`src/rtl/dspb_serum_qsys_nios2_qsys_0_oci_dct_ctrl.sv`:
```
// Nios II OCI data-capture-trace buffer sequencer.
// Packs 2-bit atoms into a 30-bit word and hands words to the trace sink.
module dspb_serum_qsys_nios2_qsys_0_oci_dct_ctrl #(
    parameter int unsigned IDLE_FLUSH_CYCLES = 64
) (
    input  logic        clk,
    input  logic        reset,
    input  logic        atom_valid,
    input  logic [1:0]  atom_data,
    output logic        atom_ready,
    input  logic        flush_req,
    input  logic        test_ending,
    output logic [29:0] dct_buffer,
    output logic [3:0]  dct_count,
    output logic        out_valid,
    input  logic        out_ready,
    output logic        test_has_ended
);

    typedef enum logic [1:0] {
        FILL,
        EMIT,
        ENDED
    } state_t;

    localparam logic [7:0] IDLE_MAX = 8'(IDLE_FLUSH_CYCLES);

    state_t      state_q, state_d;
    logic [29:0] buf_q, buf_d;
    logic [3:0]  cnt_q, cnt_d;
    logic [7:0]  idle_q, idle_d;
    logic        end_q, end_d;
    logic        accept;
    logic        have;

    assign accept         = atom_valid && (state_q == FILL);
    assign atom_ready     = (state_q == FILL);
    assign out_valid      = (state_q == EMIT);
    assign test_has_ended = (state_q == ENDED);
    assign dct_buffer     = buf_q;
    assign dct_count      = cnt_q;

    // Next-state, packing, idle timer and end-of-test latching.
    always_comb begin
        state_d = state_q;
        buf_d   = buf_q;
        cnt_d   = cnt_q;
        idle_d  = idle_q;
        end_d   = end_q;
        have    = 1'b0;
        unique case (state_q)
            FILL: begin
                if (accept) begin
                    for (int i = 0; i < 15; i++) begin
                        if (cnt_q == 4'(i)) begin
                            buf_d[2*i +: 2] = atom_data;
                        end
                    end
                    cnt_d  = cnt_q + 4'd1;
                    idle_d = 8'd0;
                end else if (cnt_q == 4'd0) begin
                    idle_d = 8'd0;
                end else if (idle_q < IDLE_MAX) begin
                    idle_d = idle_q + 8'd1;
                end
                // The atom taken this cycle counts toward "buffer not empty".
                have = (cnt_d != 4'd0);
                if (test_ending) begin
                    if (have) begin
                        state_d = EMIT;
                        end_d   = 1'b1;
                    end else begin
                        state_d = ENDED;
                    end
                end else if (cnt_d == 4'd15) begin
                    state_d = EMIT;
                end else if (flush_req && have) begin
                    state_d = EMIT;
                end else if (!accept && have && idle_d == IDLE_MAX) begin
                    state_d = EMIT;
                end
                if (state_d != FILL) begin
                    idle_d = 8'd0;
                end
            end
            EMIT: begin
                idle_d = 8'd0;
                if (test_ending) begin
                    end_d = 1'b1;
                end
                if (out_ready) begin
                    buf_d   = 30'd0;
                    cnt_d   = 4'd0;
                    state_d = (end_q || test_ending) ? ENDED : FILL;
                end
            end
            ENDED: begin
                idle_d = 8'd0;
            end
            default: begin
                state_d = FILL;
            end
        endcase
    end

    // State and datapath registers with synchronous reset.
    always_ff @(posedge clk) begin
        if (reset) begin
            state_q <= FILL;
            buf_q   <= 30'd0;
            cnt_q   <= 4'd0;
            idle_q  <= 8'd0;
            end_q   <= 1'b0;
        end else begin
            state_q <= state_d;
            buf_q   <= buf_d;
            cnt_q   <= cnt_d;
            idle_q  <= idle_d;
            end_q   <= end_d;
        end
    end

endmodule
```
`config.mk`:
```
export PLATFORM = sky130hd
export DESIGN_NAME = dspb_serum_qsys_nios2_qsys_0_oci_dct_ctrl
export DESIGN_NICKNAME = d
export VERILOG_FILES = /design/src/rtl/dspb_serum_qsys_nios2_qsys_0_oci_dct_ctrl.sv
export SDC_FILE = /design/constraint.sdc
export NUM_CORES = 1
export LEC_CHECK = 0
export ABC_CLOCK_PERIOD_IN_PS = 2500
export BUFFER_PORTS_ARGS = -buffer_cell sky130_fd_sc_hd__buf_2
export CAP_MARGIN = 10
export CORE_MARGIN = 2
export CORE_UTILIZATION = 45
export CTS_BUF_LIST = sky130_fd_sc_hd__clkbuf_2
export DETAILED_ROUTE_END_ITERATION = 10
export PLACE_DENSITY = 0.69
export SETUP_SLACK_MARGIN = 0.1
export SYNTH_ARGS = -nofsm -noshare
export SYNTH_HDL_FRONTEND = slang
export SYNTH_SLANG_ARGS = --single-unit
```
`constraint.sdc`:
```
create_clock -name clk -period 2.5 [get_ports clk]
set_input_delay 0.125 -clock clk [delete_from_list [all_inputs] [get_ports clk]]
set_output_delay 0.125 -clock clk [all_outputs]
set_load 0.01 [all_outputs]
```
==> flow_summary_export.csv <==
group,metric,value,unit
pwr,leakagePower,1.28,nW
drt,via_per_inst,5.21,
floorplanning,core_area,5040,µm²
yosys,async_reset_ff_frac,0,
placement,placedInstanceArea,2800,µm²
yosys,yosys.area_share.adder,0.0484,
timing,finalHoldViolCount,0,
clock_tree,clock_latency,0.42,ns
drt,num_vias,2204,
status,status,"finished clean",
worst_setup_path,timing.critical_path.fanout_max,2,
timing,max-slew-margin-rel,0.429,
floorplanning,fp.dieArea,5770,µm²
worst_setup_path,critical_path_startpoint_category,"register",
yosys,netlist_instances,277,
drt,drc_errors,0,
worst_setup_path,cp_capture_type,"register",
timing,finalWorstSetupSlack,0.0385,ns
timing,timing.clock.skew,0.0153,ns
timing,final_period_minus_worst_setup_slack,2.46,ns
pwr,total_power,3.20,mW
global_routing,global_route_usage_over_all_layers,0.205,
yosys,avgSynthCellArea,8.41,µm²
global_routing,grt_overflow,0,
drt,wl_cell,13.8,µm
clock_tree,numCtsBuffers,5,
timing,fmaxAchievable,406,MHz
worst_setup_path,critical_path_arrival,2.75,ns
floorplanning,starting_density_of_the_core,0.462,
floorplanning,chipHeight,75.9,µm
clock_tree,max-clock-path-buffers,2,
yosys,synth_edf_count,0,
clock_tree,tritoncts_clock_tree,"yes",
drt,route.final.wire_length,5.82,mm
placement,place_inst,406,
global_routing,grt_first_pass_wirelength,9.72,mm
layout,ff_latch_area,906,µm²
placement,place.port_buffers,44,
global_routing,number_of_antenna_violations_at_the_first_check_in_global_routing,0,
timing,worstMarginPinSlew,0.857,ns
pwr,power.ir.vdd_worst,0.539,mV
yosys,synth_cell_types,46,
drt,met2WireLength,2.74,mm
floorplanning,boundaryPins,45,
drt,wl_met1,2.68,mm
drt,top_layer,"met4",
layout,diodes,0,
placement,hpwlAfterDp,3.94,mm
yosys,syn-num-nets,294,
floorplanning,rows,26,
yosys,warnings_from_yosys,0,
clock_tree,cts-root-buf,"sky130_fd_sc_hd__clkbuf_2",
layout,total_area_of_multi_input_combinational_cells,1440,µm²
drt,drt_iter0_drc,99,
yosys,synthSimpleGateAreaFrac,0.247,
drt,number_of_iterations_in_the_first_detailed_routing_pass,4,
yosys,synth_top_family_by_area,"simple AND/OR/NAND/NOR gates",
placement,post-place-ws,-0.268,ns
layout,layout-drive-gt1-share,0.323,
yosys,synthesis_stage_register_bit_count,45,
global_routing,grt_max_degree,46,
worst_setup_path,path_cells,"inv_4 -> ha_4 -> or3b_4 -> a311o_1 -> a2111oi_2 -> nor3b_4 -> buf_4 -> buf_6 -> o41ai_2 -> a21oi_1 -> nor3_1",
pwr,p_per_area,1050,nW/µm²
yosys,synth_xor_xnor_area_share,0.00376,
worst_hold_path,min_path_type,"input port to register",
flow_run,maxCapViolCount,0,
layout,post-route-cell-area,3060,µm²
clock_tree,htree_num_levels,2,
worst_setup_path,cp.required,2.79,ns
clock_tree,cts-hold-fix-buffers,0,
global_routing,first_global_vias,2088,
timing,final.setup.tns,0,ns
worst_setup_path,cp_slowest_cell,"sky130_fd_sc_hd__dfxtp_4",
layout,final_cell_count_no_fill,423,
worst_setup_path,critPathMaxStageDelay,0.40,ns
timing,finalSetupViolations,0,
drt,met3_wl,260,µm
yosys,synth.mux.area_fraction,0.129,
clock_tree,clkSinkCount,45,
floorplanning,x_dimension_of_the_die,75.9,µm
timing,period_share,0.985,
yosys,share_of_the_synthesized_area_in_compound_gates_ao_oa_aoi_oai,0.145,
placement,place.gp.congestion,0.843,
worst_setup_path,timing_worst_setup_path_type,"register to register",
layout,fillers,483,
yosys,top_reg_cell_synth,"sky130_fd_sc_hd__dfxtp_1",
drt,detail-route-antenna-nets,0,
timing,unrepaired_setup_endpoints_after_global_routing,"true",
timing,slew_violations,0,
clock_tree,clkSlewWorstSetupHoldPaths,0.21,ns
layout,syn2layout_area_growth,31.3,%
yosys,yosysSeqAreaShare,0.387,
layout,net_count_of_the_finished_layout,369,
yosys,post_synth_instance_area,2330,µm²
[metrics by stage]
| step | util | hold WS [ns] |
|---|---|---|
| final | 0.606 | 0.120 |
| after global routing | 0.606 | 0.103 |
| after CTS | 0.595 | 0.0993 |
| after detailed placement | 0.556 | 0.462 |
| after global placement | 0.556 | 0.453 |
| after floorplan | - | 0.367 |
[per-layer routing]
metal | vias to the layer above | track usage
li1 | 1123 | -
met1 | 1018 | 0.255
met2 | 51 | 0.349
met3 | 12 | 0.0429
met4 | 0 | 0.0800
met5 | - | 0
[where the power goes]
part	total [mW]	leakage (nW)	internal, mW	switching [mW]
sequential	0.956	0.367	0.878	0.0785
clock	0.405	0.0366	0.165	0.240
combinational	1.84	0.879	0.830	1.01
total	3.20	1.28	1.87	1.33
[synthesized netlist by cell type (2+ instances only)]
| cell | instances | area [µm²] |
|---|---|---|
| sky130_fd_sc_hd__a21oi_1 | 27 | 135 |
| sky130_fd_sc_hd__a31oi_1 | 5 | 31.3 |
| sky130_fd_sc_hd__and2_1 | 3 | 18.8 |
| sky130_fd_sc_hd__buf_1 | 2 | 7.51 |
| sky130_fd_sc_hd__clkbuf_1 | 12 | 45.0 |
| sky130_fd_sc_hd__dfxtp_1 | 45 | 901 |
| sky130_fd_sc_hd__ha_1 | 9 | 113 |
| sky130_fd_sc_hd__inv_1 | 5 | 18.8 |
| sky130_fd_sc_hd__mux2i_1 | 30 | 300 |
| sky130_fd_sc_hd__nand2_1 | 18 | 67.6 |
| sky130_fd_sc_hd__nand3_1 | 10 | 50.1 |
| sky130_fd_sc_hd__nand4_1 | 2 | 12.5 |
| sky130_fd_sc_hd__nor2_1 | 53 | 199 |
| sky130_fd_sc_hd__nor2b_1 | 6 | 37.5 |
| sky130_fd_sc_hd__nor3_1 | 5 | 25.0 |
| sky130_fd_sc_hd__nor3b_1 | 3 | 22.5 |
| sky130_fd_sc_hd__nor3b_2 | 2 | 25.0 |
| sky130_fd_sc_hd__nor4_1 | 2 | 12.5 |
| sky130_fd_sc_hd__o21a_1 | 2 | 15.0 |
| sky130_fd_sc_hd__o21ai_0 | 5 | 25.0 |
| sky130_fd_sc_hd__o21ai_1 | 6 | 30.0 |
[cells by family (layout without fill, tap and decap cells)]
family,count (synthesis),count (layout)
simple gates,114,115
compound gates,56,56
flops,45,45
mux,30,30
buf+inv,22,97
fa+ha+maj,9,9
xor+xnor,1,1
[layout make-up]
| type | count | share of cell area |
|---|---|---|
| inverter | 5 | 0.00696 |
| clock inverter | 3 | 0.0135 |
| sequential | 45 | 0.296 |
| clock buffer | 5 | 0.00818 |
| tap | 70 | 0.0286 |
| multi-input combinational | 211 | 0.470 |
| timing repair buffer | 84 | 0.177 |
[critical path, delay by kind of cell (launching register included)]
kind                       cells  cell delay (ns)
buffers and inverters          3             0.30
AOI/OAI and AO/OA              4             0.83
DFF                            1             0.40
adders and majority gates      1             0.12
and+or+nand+nor                3             0.70
[flip-flops by register name, indices dropped and copies added (netlist names)]
signal / count
idle_q: 8
end_q: 1
state_q: 2
dct_count: 4
dct_buffer: 30
[cell usage in the layout, fill, tap and decap left out, types with 2 or more instances in the layout]
cell	n
sky130_fd_sc_hd__a21oi_1	26
sky130_fd_sc_hd__a21oi_2	2
sky130_fd_sc_hd__a31oi_1	5
sky130_fd_sc_hd__and2_1	3
sky130_fd_sc_hd__buf_2	44
sky130_fd_sc_hd__buf_4	37
sky130_fd_sc_hd__buf_6	2
sky130_fd_sc_hd__clkbuf_2	5
sky130_fd_sc_hd__dfxtp_1	43
sky130_fd_sc_hd__ha_1	7
sky130_fd_sc_hd__ha_4	2
sky130_fd_sc_hd__inv_1	3
sky130_fd_sc_hd__mux2i_1	30
sky130_fd_sc_hd__nand2_1	18
sky130_fd_sc_hd__nand3_1	10
sky130_fd_sc_hd__nand4_1	2
sky130_fd_sc_hd__nor2_1	52
sky130_fd_sc_hd__nor2b_1	6
sky130_fd_sc_hd__nor3_1	5
sky130_fd_sc_hd__nor3b_1	3
sky130_fd_sc_hd__nor4_1	2
sky130_fd_sc_hd__nor4_4	3
sky130_fd_sc_hd__o21a_1	2
sky130_fd_sc_hd__o21ai_0	5
sky130_fd_sc_hd__o21ai_1	5
[repair_timing]
| action | 4_1_cts | 5_1_grt |
|---|---|---|
| pin swaps | 11 | 9 |
| endpoints found under the setup margin | 11 | 10 |
| setup buffers | 6 | 4 |
| cloned | 1 | 0 |
| gates resized for setup | 14 | 6 |
[final timing paths]
| path | startpoint | endpoint | slack (ns) | cells after the start |
|---|---|---|---|---|
| max | dct_count[1]$_SDFFE_PP0P_ | state_q[1]$_SDFFE_PP0P_ | 0.04 | 11 |
| min | atom_data[0] | dct_buffer[26]$_SDFFE_PP0P_ | 0.12 | 4 |
| max reg2reg | dct_count[1]$_SDFFE_PP0P_ | state_q[1]$_SDFFE_PP0P_ | 0.04 | 11 |
| min reg2reg | end_q$_SDFFE_PP0P_ | end_q$_SDFFE_PP0P_ | 0.50 | 2 |
Power figures use the tool's default switching activity.
